`config.mk`:
```
export PLATFORM = sky130hd
export DESIGN_NAME = fixed_56_accum
export DESIGN_NICKNAME = d
export VERILOG_FILES = /design/src/rtl/fixed_56_accum.sv
export SDC_FILE = /design/constraint.sdc
export NUM_CORES = 1
export LEC_CHECK = 0
export BUFFER_PORTS_ARGS = -buffer_cell sky130_fd_sc_hd__buf_2
export CAP_MARGIN = 10
export CORE_MARGIN = 4
export CORE_UTILIZATION = 50
export DETAILED_ROUTE_END_ITERATION = 10
export PLACE_DENSITY = 0.74
export SLEW_MARGIN = 0
export SYNTH_ARGS = -nofsm -noshare
export SYNTH_HDL_FRONTEND = slang
export SYNTH_SLANG_ARGS = --single-unit
```
`constraint.sdc`:
```
create_clock -name clk -period 3.5 [get_ports clk]
set_input_delay 0.35 -clock clk [delete_from_list [all_inputs] [get_ports clk]]
set_output_delay 0.35 -clock clk [all_outputs]
set_load 0.03 [all_outputs]
```
`src/rtl/fixed_56_accum.sv`:
```
// Streaming signed accumulator for Q47.8 product bursts. It produces one registered sum, beat count and overflow flag per frame.
// Optional build macro FIXED_ACCUM_SAT_EN: defined, an overflowing add clamps the sum; undefined, the sum wraps in two's complement.
module fixed_56_accum #(
    parameter int ACC_W = 64,
    parameter int CNT_W = 16
) (
    input  logic             clk,
    input  logic             rst,
    input  logic             start,
    input  logic             in_valid,
    output logic             in_ready,
    input  logic [55:0]      p_in,
    input  logic             p_ovf,
    input  logic             in_last,
    output logic [ACC_W-1:0] sum_out,
    output logic [CNT_W-1:0] count_out,
    output logic             ovf_out,
    output logic             sum_valid,
    input  logic             sum_ready,
    output logic             busy
);

    localparam logic [1:0] S_IDLE  = 2'd0;
    localparam logic [1:0] S_ACCUM = 2'd1;
    localparam logic [1:0] S_DONE  = 2'd2;

    localparam logic [ACC_W-1:0] ACC_MAX = {1'b0, {(ACC_W-1){1'b1}}};
    localparam logic [ACC_W-1:0] ACC_MIN = {1'b1, {(ACC_W-1){1'b0}}};
    localparam logic [CNT_W-1:0] CNT_MAX = {CNT_W{1'b1}};
    localparam logic [CNT_W-1:0] CNT_ONE = {{(CNT_W-1){1'b0}}, 1'b1};

    logic [1:0]       state_q, state_d;
    logic [ACC_W-1:0] acc_q, acc_d;
    logic [CNT_W-1:0] count_q, count_d;
    logic             ovf_q, ovf_d;
    logic             in_ready_q, in_ready_d;
    logic             sum_valid_q, sum_valid_d;
    logic             busy_q, busy_d;

    logic [ACC_W:0]   p_ext_s;
    logic [ACC_W:0]   sum_wide_s;
    logic             add_ovf_s;
    logic [ACC_W-1:0] add_res_s;
    logic [CNT_W-1:0] count_inc_s;
    logic             cnt_sat_s;
    logic             accept_s;

    // Widened add: one guard bit exposes signed overflow as a top-two-bit mismatch.
    always_comb begin
        p_ext_s    = {{(ACC_W+1-56){p_in[55]}}, p_in};
        sum_wide_s = {acc_q[ACC_W-1], acc_q} + p_ext_s;
        add_ovf_s  = sum_wide_s[ACC_W] ^ sum_wide_s[ACC_W-1];
`ifdef FIXED_ACCUM_SAT_EN
        if (add_ovf_s) begin
            add_res_s = sum_wide_s[ACC_W] ? ACC_MIN : ACC_MAX;
        end else begin
            add_res_s = sum_wide_s[ACC_W-1:0];
        end
`else
        add_res_s = sum_wide_s[ACC_W-1:0];
`endif
    end

    // Beat counter saturates at all-ones; a beat arriving at saturation flags overflow.
    always_comb begin
        if (count_q == CNT_MAX) begin
            count_inc_s = count_q;
            cnt_sat_s   = 1'b1;
        end else begin
            count_inc_s = count_q + CNT_ONE;
            cnt_sat_s   = 1'b0;
        end
    end

    // Frame sequencing and next-state datapath.
    always_comb begin
        accept_s = in_valid & in_ready_q;
        state_d  = state_q;
        acc_d    = acc_q;
        count_d  = count_q;
        ovf_d    = ovf_q;
        case (state_q)
            S_IDLE: begin
                if (start) begin
                    state_d = S_ACCUM;
                    acc_d   = {ACC_W{1'b0}};
                    count_d = {CNT_W{1'b0}};
                    ovf_d   = 1'b0;
                end else begin
                    state_d = S_IDLE;
                end
            end
            S_ACCUM: begin
                if (accept_s) begin
                    acc_d   = add_res_s;
                    count_d = count_inc_s;
                    ovf_d   = ovf_q | p_ovf | add_ovf_s | cnt_sat_s;
                    if (in_last) begin
                        state_d = S_DONE;
                    end else begin
                        state_d = S_ACCUM;
                    end
                end else begin
                    state_d = S_ACCUM;
                end
            end
            S_DONE: begin
                if (sum_ready) begin
                    state_d = S_IDLE;
                end else begin
                    state_d = S_DONE;
                end
            end
            default: begin
                state_d = S_IDLE;
            end
        endcase
        // Handshake flags are decoded from the next state so they can be registered alongside it.
        in_ready_d  = (state_d == S_ACCUM);
        sum_valid_d = (state_d == S_DONE);
        busy_d      = (state_d != S_IDLE);
    end

    // State and output registers; reset discards any partial frame.
    always_ff @(posedge clk) begin
        if (rst) begin
            state_q     <= S_IDLE;
            acc_q       <= {ACC_W{1'b0}};
            count_q     <= {CNT_W{1'b0}};
            ovf_q       <= 1'b0;
            in_ready_q  <= 1'b0;
            sum_valid_q <= 1'b0;
            busy_q      <= 1'b0;
        end else begin
            state_q     <= state_d;
            acc_q       <= acc_d;
            count_q     <= count_d;
            ovf_q       <= ovf_d;
            in_ready_q  <= in_ready_d;
            sum_valid_q <= sum_valid_d;
            busy_q      <= busy_d;
        end
    end

    assign in_ready  = in_ready_q;
    assign sum_out   = acc_q;
    assign count_out = count_q;
    assign ovf_out   = ovf_q;
    assign sum_valid = sum_valid_q;
    assign busy      = busy_q;

endmodule

```
==> flow_summary_export.csv <==
group,metric,value,unit
setup_path,r2r_end,"sum_out[40]",
grt,grt_pass1_wl,32000,um
drt,vias,7091,
clocking,ctsLongestPathBuffers,2,
grt,antenna_found_initial,0,
timing,period_needed,3310,ps
layout,drive_above_1_share,19.7,%
job,drv_cap,0,
worst_hold_path,holdCritPathClass,"primary input to register",
clocking,worstSkewPairLatency,350,ps
clocking,cts_tree,"done",
power,peakVddDrop,0.000232,V
synthesis,syn-mean-instance-area,7.71,um2
synthesis,synth_area_leaders,"dfxtp_1, ha_1, a21oi_1",
worst_hold_path,hold_depth,2,
clocking,numCtsBuffers,9,
worst_hold_path,worst_hold_path.endpoint,"in_ready",
timing,setup_viol,0,
synthesis,yosysUniqueCellTypes,68,
synthesis,ys_seq_area_share,25.3,%
drt,dr.pass1.iters,5,
placement,port_buffers,146,
status,outcome,"finished, final reports clean",
drt,wl_per_cell,16.3,um
power,power_frac_clock,38.8,%
synthesis,synth-seq-cells,86,
timing,fin_skew,6.19,ps
setup_path,ff2ff_path_depth,11,
timing,relSlewSlack,25.6,%
synthesis,netlist_instances,881,
floorplan,coreArea,13300,um2
timing,fin_setup_tns,0,ps
timing,setup_ws,192,ps
clocking,cts_root_buf,"clkbuf_16",
power,power_per_cell_area,307,nW/um2
floorplan,ios,147,
clocking,path_clk_slew,70,ps
synthesis,async_flop_share,0,%
setup_path,startpoint_type,"register",
floorplan,die_w,125,um
setup_path,cp_max_fo,4,
floorplan,start_util,51.1,%
power,p_int,1.69,mW
synthesis,syn_nets,1010,
grt,grt-ovfl-total,0,
power,p_sw,0.775,mW
placement,place.detailed.hpwl,14800,um
setup_path,crit_type,"register to register",
synthesis,synthTopCellsByCount,"a21oi_1, dfxtp_1, nand2_1",
timing,max_freq,0.302,GHz
drt,drt_iter0_drc,531,
drt,drc_errors,0,
power,p_sw_share,31.4,%
floorplan,fp.dieArea,15500,um2
clocking,hold_buffers,0,
worst_hold_path,hold_start,"start",
layout,area_growth,18.2,%
power,leakage,3.87,nW
synthesis,yosysWarnings,0,
grt,grt_start_max_net_pins,39,
clocking,cts_max_level,3,
placement,place_ws,80.1,ps
grt,grt_pass1_vias,6677,
clocking,ctsResizeCount,0,
power,seqPwrFrac,41.1,%
setup_path,worst_ep_required_time,3750,ps
placement,dpl-instance-area,7740,um2
synthesis,synth_top_area_share,25.3,%
setup_path,r2r_setup_slack,190,ps
clocking,post-cts-setup-buffers,0,
setup_path,critPathCaptureType,"register",
power,pwr-share-comb,20.1,%
synthesis,yosysTopAreaCell,"dfxtp_1",
floorplan,die_h,125,um
floorplan,fp-row-count,42,
timing,max_slew.worst_pin.slew,1110,ps
synthesis,yosysMostFrequentCell,"a21oi_1",
grt,grt_usage,24.5,%
clocking,clkSinkCount,86,
drt,ant_nets,0,
placement,gp_congestion,0.905,
synthesis,syn-cell-area,6790,um2
drt,drt-total-wl,19500,um
synthesis,synth_flop_cell,"dfxtp_1",
timing,period_share,94.5,%
timing,rsz0062_at_grt,"no",
timing,slew_viol_final,0,
synthesis,synth_edf_count,0,
setup_path,r2r_start,"sum_out[0]",
layout,diodes,0,
layout,design_area,8030,um2
layout,final_nets,1144,
timing,hold_viol_final,0,
setup_path,arrival,3560,ps
drt,via_per_inst,5.93,
[layer usage]
metal	share of wire [%]	vias to the layer above	wire [um]	GRT usage, %
li1	-	3534	-	-
met1	46	3274	8920	32.9
met2	45	247	8740	38.5
met3	6.8	36	1320	4.37
met4	2.7	0	527	10.4
met5	0	-	0	0
[registers in the layout (all words and copies together), names as in the netlist]
name,flops
busy,1
state_q,2
sum_out,64
sum_valid,1
count_out,16
in_ready,1
ovf_out,1
[critical path: stages, from the launching register on]
cell and delay [ps]:
dfxtp_1 330, ha_1 220, fa_1 400, a21o_1 190
a221o_1 310, a311o_1 380, a211o_1 320, a21o_1 230
a21oi_1 270, o21ai_0 170, xor2_1 170, a22o_1 210
[power by group through the flow]
stage	sequential, mW	combinational [mW]	clock, mW
floorplan	1.07	0.304	0
global placement	1.04	0.487	0
detailed placement	1.04	0.488	0
CTS	1.01	0.493	0.977
global route	1.02	0.546	1.02
finish	1.02	0.496	0.956
[layout by cell type, fill, tap and decap left out, drive strengths merged, types with 5 or more instances in the layout]
cell type / Yosys / routed
a211o: 5 / 5
a211oi: 7 / 7
a21o: 42 / 42
a21oi: 93 / 93
a22oi: 27 / 27
a31oi: 7 / 7
and2: 5 / 5
and3: 6 / 6
and4: 5 / 5
buf: 6 / 170
clkbuf: 41 / 10
dfxtp: 86 / 86
ha: 65 / 65
inv: 16 / 19
nand2: 83 / 83
nand2b: 5 / 5
nand3: 23 / 23
nand4: 37 / 37
nor2: 76 / 76
nor3: 15 / 15
o211ai: 8 / 8
o21a: 6 / 6
o21ai: 72 / 72
o21bai: 10 / 10
or2: 7 / 7
or3: 6 / 6
xnor2: 36 / 36
xor2: 30 / 30
[cell type report]
class	count	area, um2
tap	176	220
fill	1282	5260
sequential	86	1720
multi-input combinational	732	4830
timing repair buffer	170	911
inverter	16	60.1
clock buffer	10	239
clock inverter	6	51.3
[kinds of logic after synthesis]
| family | count (synthesis) | share of synthesized area (%) |
|---|---|---|
| muxes | 2 | 0.295 |
| DFF | 86 | 25.3 |
| buffers and inverters | 63 | 3.61 |
| xor gates and xnor gates | 66 | 8.51 |
| AOI/OAI and AO/OA | 314 | 29.7 |
| and+or+nand+nor | 284 | 20.2 |
| adders and majority gates | 66 | 12.3 |
[worst max-delay path by stage]
stage,startpoint,endpoint,slack [ps],depth (start not counted)
floorplan,sum_out[0],ovf_out,200,11
global placement,p_in[0],ovf_out,130,12
detailed placement,p_in[0],ovf_out,80,12
CTS,sum_out[0],sum_out[40],200,11
global route,sum_out[0],ovf_out,50,11
finish,sum_out[0],sum_out[40],190,11
[per-stage QoR]
step,util (%),cells,power [mW],hold slack (ps)
finish,60.4,1196,2.47,271
global route,60.4,1196,2.58,282
CTS,60.4,1196,2.49,261
detailed placement,58.2,1180,1.53,466
global placement,58.2,1180,1.52,457
floorplan,-,881,1.38,488
(Power assumes the default switching activity.)
